**src/rtl/otter_fetch_stage.sv**
```systemverilog
// otter_fetch_stage
//   Instruction-fetch stage of the pipelined OTTER RV32I core. Holds the PC,
//   drives a synchronous instruction memory, tracks the single in-flight read
//   and registers the returned word into the IF/ID register for cu_decoder.
//
// Ports
//   CLK                 in   clock, rising edge
//   RST_N               in   asynchronous active-low reset
//   STALL               in   hold PC, in-flight slot and IF/ID register
//   PC_SOURCE[1:0]      in   0 sequential, 1 jalr, 2 branch, 3 jal (nonzero flushes)
//   JALR_TARGET[31:0]   in   jalr target address
//   BRANCH_TARGET[31:0] in   branch target address
//   JAL_TARGET[31:0]    in   jal target address
//   IMEM_ADDR[31:0]     out  fetch address (the PC register)
//   IMEM_RD_EN          out  instruction memory read enable
//   IMEM_DATA[31:0]     in   read data, valid the cycle after an enabled read
//   IR_FETCH_REG[31:0]  out  IF/ID instruction word
//   PC_FETCH_REG[31:0]  out  PC of IR_FETCH_REG
//   PC_PLUS4_FETCH_REG  out  PC_FETCH_REG + 4 (link value)
//   VALID_FETCH_REG     out  IF/ID entry holds a real instruction
module otter_fetch_stage #(
  parameter logic [31:0] RESET_PC  = 32'h0000_0000,
  parameter logic [31:0] NOP_INSTR = 32'h0000_0013
) (
  input  logic        CLK,
  input  logic        RST_N,
  input  logic        STALL,
  input  logic [1:0]  PC_SOURCE,
  input  logic [31:0] JALR_TARGET,
  input  logic [31:0] BRANCH_TARGET,
  input  logic [31:0] JAL_TARGET,
  output logic [31:0] IMEM_ADDR,
  output logic        IMEM_RD_EN,
  input  logic [31:0] IMEM_DATA,
  output logic [31:0] IR_FETCH_REG,
  output logic [31:0] PC_FETCH_REG,
  output logic [31:0] PC_PLUS4_FETCH_REG,
  output logic        VALID_FETCH_REG
);

  typedef enum logic [1:0] {
    SRC_SEQ    = 2'd0,
    SRC_JALR   = 2'd1,
    SRC_BRANCH = 2'd2,
    SRC_JAL    = 2'd3
  } pc_src_e;

  pc_src_e     pc_src;
  logic        redirect;
  logic [31:0] target;

  logic [31:0] pc;
  logic [31:0] f1_pc;
  logic        f1_valid;

  assign pc_src   = pc_src_e'(PC_SOURCE);
  assign redirect = (pc_src != SRC_SEQ);

  always_comb begin
    target = '0;
    case (pc_src)
      SRC_JALR:   target = JALR_TARGET;
      SRC_BRANCH: target = BRANCH_TARGET;
      SRC_JAL:    target = JAL_TARGET;
      default:    target = '0;
    endcase
  end

  assign IMEM_ADDR = pc;
  // A redirect must read even while stalled; the word it returns is then
  // discarded because the in-flight slot is invalidated on the same edge.
  assign IMEM_RD_EN = RST_N & (~STALL | redirect);

  assign PC_PLUS4_FETCH_REG = PC_FETCH_REG + 32'd4;

  always_ff @(posedge CLK or negedge RST_N) begin
    if (!RST_N) begin
      pc              <= RESET_PC;
      f1_pc           <= '0;
      f1_valid        <= 1'b0;
      IR_FETCH_REG    <= NOP_INSTR;
      PC_FETCH_REG    <= '0;
      VALID_FETCH_REG <= 1'b0;
    end else if (redirect) begin
      pc              <= {target[31:2], 2'b00};
      f1_valid        <= 1'b0;
      IR_FETCH_REG    <= NOP_INSTR;
      VALID_FETCH_REG <= 1'b0;
    end else if (!STALL) begin
      pc              <= pc + 32'd4;
      f1_pc           <= pc;
      f1_valid        <= 1'b1;
      IR_FETCH_REG    <= f1_valid ? IMEM_DATA : NOP_INSTR;
      PC_FETCH_REG    <= f1_pc;
      VALID_FETCH_REG <= f1_valid;
    end
  end

endmodule

```
**config.mk**
```make
export PLATFORM = sky130hd
export DESIGN_NAME = otter_fetch_stage
export DESIGN_NICKNAME = d
export VERILOG_FILES = /design/src/rtl/otter_fetch_stage.sv
export SDC_FILE = /design/constraint.sdc
export NUM_CORES = 1
export LEC_CHECK = 0
export CAP_MARGIN = 20
export CORE_ASPECT_RATIO = 1.1
export CORE_UTILIZATION = 43
export CTS_CLUSTER_DIAMETER = 150
export CTS_CLUSTER_SIZE = 40
export DETAILED_ROUTE_END_ITERATION = 10
export GPL_TIMING_DRIVEN = 0
export PLACE_DENSITY = 0.77
export SLEW_MARGIN = 30
export SYNTH_ARGS = -nofsm -noshare
export SYNTH_HDL_FRONTEND = slang
export SYNTH_SLANG_ARGS = --single-unit
```
**constraint.sdc**
```tcl
create_clock -name CLK -period 2.3 [get_ports CLK]
set_input_delay 0.46 -clock CLK [delete_from_list [all_inputs] [get_ports CLK]]
set_output_delay 0.46 -clock CLK [all_outputs]
set_load 0.01 [all_outputs]
```
; ---- Word-level counts from Yosys, hierarchy flattened
; Index checks and enable logic that the tools add are counted.
[word_totals]
ff_bits = 130
output_inout_bits = 130
[classes]
n_mux = 10
n_bitwise = 4
n_reduce_logical = 2
addsub = 2
n_eq_ne = 4
[ops]
columns = operator, count
row1 = $mux W32, 5
row2 = $pmux W32 S3, 1
row3 = $add A32 B3 Y32 const B, 2
row4 = $eq A2 B2 Y1 const B, 2
row5 = $mux W1, 4
row6 = $eq A2 B1 Y1 const B, 1
row7 = $ne A2 B1 Y1 const B, 1
row8 = $not A1 Y1, 2
row9 = $reduce_and A2 Y1, 1
row10 = $reduce_bool A2 Y1, 1
row11 = $and A1 B1 Y1, 1
row12 = $or A1 B1 Y1, 1

; ---- Longest topological paths before layout
; Gate-level depths: netlist of run 1.
[logic_depth]
ltp_word = 3
depth_mapped = 9

; ---- Worst setup path after synthesis of run 1
; No wires, ideal clock.
[synth_path]
path_kind = reg2out
from = reg PC_FETCH_REG[2]
to = out PC_PLUS4_FETCH_REG[24]
t_arrival_ns = 1.723
required_time_ns = 1.840
setup_slack_ns = 0.117
stages_incl_launch_ff = 7
path_cell_list = dfrtp_1 ha_1 and4_1 nand3_1 or2_2 nor3_2 xor2_1
[synth_via]
elab_chain_cells = 1
[synth_lines]
columns = item, line
row1 = from (decl), 36  ; output logic [31:0] PC_FETCH_REG,
row2 = from (signal assigned), 94  ; PC_FETCH_REG <= f1_pc;
row3 = $add A32 B3 Y32, 74  ; assign PC_PLUS4_FETCH_REG = PC_FETCH_REG + 32'd4;
row4 = to (decl), 37  ; output logic [31:0] PC_PLUS4_FETCH_REG,
; Every way passes these cells.

; ---- Worst setup path after layout of run 1
[layout_path]
from = reg PC_FETCH_REG[7]
to = out PC_PLUS4_FETCH_REG[27]
; Same word-level chain as after synthesis.

==> results of run 1 <==
## kinds of logic after synthesis
family / count (synthesis)
flops: 124
fa+ha+maj: 2
buf+inv: 34
mux: 90
xor+xnor: 45
simple gates: 137
compound gates: 75
other cells: 1
## cells in the mapped netlist, types with 11 or more instances
cell type,number
a22o_1,30
nand4_1,14
nor2_1,23
buf_2,13
nand3_1,17
xor2_1,16
o21ai_0,11
and3_1,16
dfrtp_1,121
xnor2_1,29
mux2_2,59
buf_4,12
mux4_2,22
nand2_1,30
## through the flow
step                      instances  util, %  setup TNS (ns)  hold WS, ns  instance area, sq um
after detailed placement        955    63.22          -27.32       0.3794                  9096
after global placement          954    62.99         -500.57       0.4715                  9064
final                          1032    71.42          -5.295      0.02531                 10280
after global routing           1032    71.42          -7.239      0.01030                 10280
after CTS                      1015    69.77          -4.329      0.01326                 10040
after floorplan                 513        -               0       0.1644                  6331
## power by group through the flow
stage / combinational [mW] / clock [mW] / sequential [mW]
floorplan: 0.982 / 0 / 3.13
global placement: 2.44 / 0 / 3.15
detailed placement: 2.51 / 0 / 3.17
CTS: 2.65 / 2.91 / 3.11
global route: 2.95 / 3.04 / 3.22
finish: 2.79 / 2.90 / 3.15
## what timing repair did
| item | in CTS | in global routing |
|---|---|---|
| setup buffers | 27 | 17 |
| hold buffers | 1 | 0 |
| endpoints found under the hold margin | 42 | 0 |
| resized for setup | 139 | 43 |
| pin swaps | 20 | 17 |
| setup endpoints to repair | 29 | 28 |
| gates cloned | 0 | 0 |
## metal layers
layer  track usage [%]  vias up  share of wire (%)
met5                 0        -                  0
met4             11.61        0                3.1
met3             5.458       53                5.6
met2             50.30      284                 53
met1             32.42     2824                 38
li1                  -     2521                  -
## flip-flops by register name (all words and copies together), names as in the netlist
register         cells
IR_FETCH_REG        32
IMEM_ADDR           30
PC_FETCH_REG        30
f1_pc               30
VALID_FETCH_REG      1
f1_valid             1
## how the worst min path moves through the flow
stage / slack [ns] / to / cells past startpoint / startpoint
2_1_floorplan: 0.16 / IMEM_ADDR[10]$_DFFE_PN0N_ / 0 / RST_N
3_3_place_gp: 0.47 / VALID_FETCH_REG$_DFFE_PN0N_ / 2 / VALID_FETCH_REG$_DFFE_PN0N_
3_5_place_dp: 0.38 / IR_FETCH_REG[3]$_DFFE_PN0N_ / 1 / RST_N
4_1_cts: 0.01 / IR_FETCH_REG[1]$_DFFE_PN1N_ / 1 / RST_N
5_1_grt: 0.01 / IR_FETCH_REG[1]$_DFFE_PN1N_ / 1 / RST_N
6_report: 0.03 / IR_FETCH_REG[1]$_DFFE_PN1N_ / 1 / RST_N
## layout make-up
class | count | area (sq um) | area share, %
Buffer | 29 | 172.7 | 1.680
Sequential cell | 124 | 3119 | 30.35
Inverter | 5 | 18.77 | 0.1826
Tap cell | 192 | 240.2 | 2.338
Clock buffer | 17 | 425.4 | 4.140
Multi-Input combinational cell | 355 | 3292 | 32.03
Clock inverter | 15 | 211.5 | 2.058
Timing Repair Buffer | 295 | 2796 | 27.21
==> impl_results.md, run 1 <==
* Main combinational cell family by area after synthesis: multiplexers
* Clock-pin slew on the worst setup and hold paths at roughly 0.07 ns
* ANT cells at 0
* Max-cap check violation count at 0
* Final wirelength at 21.34 mm
* Max VDD drop at 0.5545 mV
* IO Port Bufs at about 250
* WP depth at 7
* Gpl congestion at 0.8422
* Rel. slew slack at 50.91%
* Commonest non-fill, non-tap cells in the layout: 218 x clkdlybuf4s50_1, 111 x dfrtp_1, 59 x mux2_2
* Crit. End Element: primary output
* 1st-iter DRT viols at approximately 530
* CTS Buf Count at 17
* WL/cell at 20.68 um
* Final slew viol count at 0
* CTS tree: built
* CTS Root Cell: clkbuf_16
* Fraction of the cycle the final worst path needs at 117.9%
* H-tree depth at 4
* CP peak stage delay at between 0.5 and 0.6 ns
* Total power at between 8 and 9 mW
* Synth top area share at between 40% and 50%
* Synth Area in Compound Gates at a little under a tenth
* Startpoint types: flop
* First-pass GRT wire length at about 32 mm
* Initial Utilization at a little over two fifths
* Number of global-route vias before repair at about 5,800
* Synth area leader: dfrtp_1
* Die Width at about 120 um
* RR Startpoint: IMEM_ADDR[3]$_DFFE_PN0N_
* Buffer levels on the longest clock path at 2
* Flop pwr share at between 30 and 40%
* Setup violations, final at 20
* Setup ws final at -0.4111 ns
* Synthesized-area fraction occupied by adder cells at less than 1%
* Worst Setup SP: PC_FETCH_REG[7]$_DFFE_PN0P_
* Nets@finish at a little under 1,000
* Worst r2r dst: IMEM_ADDR[30]$_DFFE_PN0N_
* RSZ-0062 raised after global routing: true
* Core ar. at approximately 14,000 sq um
* DIE AREA at around 15,000 sq um
* Worst Path Buf+Inv at 2
* Worst skew pair latency at around 0.42 ns
* Reg2Reg Setup Slack at ~0.040 ns
* CP Cell Sequence: and4_4 > nand2_4 > or4_4 > buf_4 > nor2_2 > xor2_1 > buf_2
* Crit path kind: flop to primary output
* Synth cell types at 58
* Worst path slowest cell: or4_4
* Congestion Overflow GR at 0
* Area added between synthesis and finish at 62.79%
* Synth warn at 0
* Post-Synth Simple-Gate Area at 12.23%
* PwrDens at approximately 860 nW/um^2
* Slew @ Worst Pin at around 0.74 ns
* Worst EP required at between 1.5 and 2 ns
* Routed vias/inst at approximately 5.5
* Fraction of registers with async set/reset at 100.0%
* Initial antenna violation count at 0
* Mux share of post-synthesis cell area at 19.80%
* CP top delay family: simple AND/OR/NAND/NOR gates
* Post-layout minimum cycle time at 2.711 ns
* Worst-path fanout max at 3
* Area contributors post-synth: dfrtp_1 48%, mux2_2 11%, mux4_2 7.8%
* DR DRC count at 1
* Vias at around 5,700
* Clk pwr share at ~33%
* Worst slack, placed at -0.7409 ns
* Leading cell type in the layout, fill and taps excluded: clkdlybuf4s50_1
* Static leakage at around 4.3 nW
* Largest net degree at the start of global routing at 80
* Worst EP arrival at ~2.3 ns
* Post-synth EDFFs at 0
* Seq/Total Area, Yosys at about 49%
* Post-Syn Area at 6312 sq um
* Clk sink count at ~120
* Worst hold path class: input pin to asynchronous set/reset pin
* Synth Register Bits at 124
* Ratio of cells with drive above 1 in the final layout at approximately 32%
* Std-Cell Rows at 46
* Die Ht at approximately 130 um
* GRT Total Usage at around 28%
* Combinational Power Share at around a third
* NetSw at between 2 and 3 mW
* Reg2Reg Depth at 6
* Status: complete, but fails checks
* Pre-antenna DRT Iters at 8
* DRT antenna net count at 0
* Net Sw Frac at a little under a third
* Setup crit end: PC_PLUS4_FETCH_REG[27]
* Max frequency at roughly 0.37 GHz
* Average size of a mapped cell at around 12 sq um
* Ports at between 200 and 300
* Int Power at roughly 6.1 mW
* Main synth FF type: dfrtp_1
* Fin Clk Skew at around 0.013 ns
* Failing checks: design-rule violations, negative setup slack
* Fillers at around 960
* Synth Area in XOR/XNOR at 6.244%
* Final Hold Vio Count at 0
* Post-synthesis cell count at approximately 500
* Post-detail-place hpwl at between 10 and 15 mm
Note: power is estimated with default switching activity, not from simulation.
==> inputs of run 2 (changes only) <==
--- a/config.mk
+++ b/config.mk
@@ -12,8 +12,9 @@
 export CTS_CLUSTER_SIZE = 40
 export DETAILED_ROUTE_END_ITERATION = 10
 export GPL_TIMING_DRIVEN = 0
+export MAX_ROUTING_LAYER = met4
 export PLACE_DENSITY = 0.77
-export SLEW_MARGIN = 30
+export SLEW_MARGIN = 25
 export SYNTH_ARGS = -nofsm -noshare
 export SYNTH_HDL_FRONTEND = slang
 export SYNTH_SLANG_ARGS = --single-unit
==> impl_results.md, run 2 (synthesis results as in run 1) <==
* Status: complete, but fails checks (unchanged)
* Failing checks: design-rule violations, negative setup slack (unchanged)
* Congestion Overflow GR at 0 (unchanged)
* Max VDD drop at 0.5420 mV (was 0.5545 mV)
* Crit path kind: flop to primary output (unchanged)
* Crit. End Element: primary output (unchanged)
* Worst EP arrival at 2.24 ns (was 2.25 ns)
* Reg2Reg Setup Slack at 0.03 ns (was 0.04 ns)
* CTS tree: built (unchanged)
* Post-detail-place hpwl at 14.76 mm (unchanged)
* FF+latch area at 3119 sq um (unchanged)
* Max-cap check violation count at 0 (unchanged)
* Initial Utilization at 43.87% (unchanged)
* Final slew viol count at 0 (unchanged)
* DRT antenna net count at 0 (unchanged)
* IO Port Bufs at 249 (unchanged)
* Fin Clk Skew at 0.01267 ns (was 0.01299 ns)
* First-pass GRT wire length at 31.84 mm (was 31.93 mm)
* Rel. slew slack at 49.40% (was 50.91%)
* CTS Buf Count at 17 (unchanged)
* Final instance area at 10,280 sq um (unchanged)
* Nets@finish at 962 (unchanged)
* Final wirelength at 21.27 mm (was 21.34 mm)
* Max frequency at 0.3699 GHz (was 0.3688 GHz)
* Die Width at 117.5 um (unchanged)
* Worst-path fanout max at 3 (unchanged)
* RSZ-0062 raised after global routing: true (unchanged)
* Startpoint types: flop (unchanged)
* Fraction of the cycle the final worst path needs at 117.5% (was 117.9%)
* Worst path slowest cell: or4_4 (unchanged)
* Worst slack, placed at -0.7409 ns (unchanged)
* Buffer levels on the longest clock path at 2 (unchanged)
* Multi-input logic area at 3292 sq um (unchanged)
* Core ar. at 14,390 sq um (unchanged)
* Commonest non-fill, non-tap cells in the layout: 218 x clkdlybuf4s50_1, 111 x dfrtp_1, 59 x mux2_2 (unchanged)
* Worst EP required at 1.84 ns (about the same)
* H-tree depth at 4 (unchanged)
* Area added between synthesis and finish at 62.79% (unchanged)
* Ratio of cells with drive above 1 in the final layout at 32.26% (unchanged)
* Setup violations, final at 20 (unchanged)
* Most flops, register: IR_FETCH_REG (unchanged)
* Gpl congestion at 0.8553 (was 0.8422)
* Ports at 263 (unchanged)
* PwrDens at 859.1 nW/um^2 (was 860.6 nW/um^2)
* Vias at 5,666 (was 5,682)
* Largest net degree at the start of global routing at 80 (unchanged)
* Routed vias/inst at 5.490 (was 5.506)
* 1st-iter DRT viols at 524 (was 532)
* Pre-antenna DRT Iters at 8 (unchanged)
* Area after DPL at 9096 sq um (unchanged)
* Die Ht at 129.1 um (unchanged)
* ANT cells at 0 (unchanged)
* Std-Cell Rows at 46 (unchanged)
* Initial antenna violation count at 0 (unchanged)
* Worst Path Buf+Inv at 2 (unchanged)
* Setup ws final at -0.4035 ns (was -0.4111 ns)
* CTS Root Cell: clkbuf_16 (unchanged)
* Worst hold path class: input pin to asynchronous set/reset pin (unchanged)
* Number of global-route vias before repair at 5,759 (was 5,755)
* Leading cell type in the layout, fill and taps excluded: clkdlybuf4s50_1 (unchanged)
* Static leakage at 4.346 nW (unchanged)
* CP top delay family: simple AND/OR/NAND/NOR gates (unchanged)
* Clock-pin slew on the worst setup and hold paths at 0.07 ns (about the same)
* Fillers at 957 (unchanged)
* Slew @ Worst Pin at 0.7589 ns (was 0.7363 ns)
* Clk sink count at 124 (unchanged)
* GRT Total Usage at 28.61% (was 27.75%)
* DIE AREA at 15,170 sq um (unchanged)
* Number of flip-flops in the largest register at 32 (unchanged)
* Worst skew pair latency at 0.42 ns (about the same)
* Final Hold Vio Count at 0 (unchanged)
* Setup TNS at -5.166 ns (was -5.295 ns)
* DR DRC count at 1 (unchanged)
* CP peak stage delay at 0.58 ns (about the same)
* WL/cell at 20.61 um (was 20.68 um)
* Post-layout minimum cycle time at 2.704 ns (was 2.711 ns)
* CP Cell Sequence: and4_4 > nand2_4 > or4_4 > buf_4 > nor2_2 > xor2_1 > buf_2 (unchanged)
* WHS at 0.02964 ns (was 0.02531 ns)
==> run 2: cell counts in the layout (fill, tap and decap cells not counted) <==
Identical to the previous run, type by type.
==> run 2: layer usage <==
metal / vias to the layer above / GRT usage (%) / share of wire (%)
met5: - / - / 0
met4: 0 / 11.84 / 2.9
met3: 46 / 4.754 / 4.8
met2: 242 / 50.44 / 54
met1: 2853 / 32.60 / 39
li1: 2525 / - / -
==> run 2: through the flow <==
| step | util, % | instances | power [mW] |
|---|---|---|---|
| 3_5_place_dp | 63.22 | 955 | 5.683 |
| 4_1_cts | 69.77 | 1015 | 8.672 |
| 2_1_floorplan | - | 513 | 4.117 |
| 6_report | 71.42 | 1032 | 8.829 |
| 3_3_place_gp | 62.99 | 954 | 5.591 |
| 5_1_grt | 71.42 | 1032 | 9.204 |
==> run 2: what timing repair did <==
action,in CTS,in global routing
hold buffers,1,0
gates resized for setup,139,43
hold endpoints to repair,42,0
setup endpoints to repair,29,28
pin swaps,20,17
setup buffers,27,17
==> run 2: report_power, final <==
group / switching [mW] / internal (mW)
Combinational: 1.16 / 1.63
Clock: 1.06 / 1.83
Sequential: 0.541 / 2.61
Total: 2.76 / 6.07
==> run 2: path summary, 6_finish.rpt <==
kind	from	to	cells past startpoint
min in group CLK	VALID_FETCH_REG$_DFFE_PN0N_	VALID_FETCH_REG$_DFFE_PN0N_	2
max	PC_FETCH_REG[7]$_DFFE_PN0P_	PC_PLUS4_FETCH_REG[27]	7
max reg2reg	IMEM_ADDR[3]$_DFFE_PN0N_	IMEM_ADDR[18]$_DFFE_PN0N_	6
min reg2reg	VALID_FETCH_REG$_DFFE_PN0N_	VALID_FETCH_REG$_DFFE_PN0N_	2
max in group asynchronous	RST_N	IMEM_ADDR[2]$_DFFE_PN0N_	2
min	RST_N	IR_FETCH_REG[1]$_DFFE_PN1N_	1
==> run 2: area by class of cell <==
class | count | share of cell area [%]
inverter | 5 | 0.1826
multi-input combinational | 355 | 32.03
tap | 192 | 2.338
sequential | 124 | 30.35
timing repair buffer | 295 | 27.21
clock inverter | 15 | 2.058
buffer | 29 | 1.680
clock buffer | 17 | 4.140
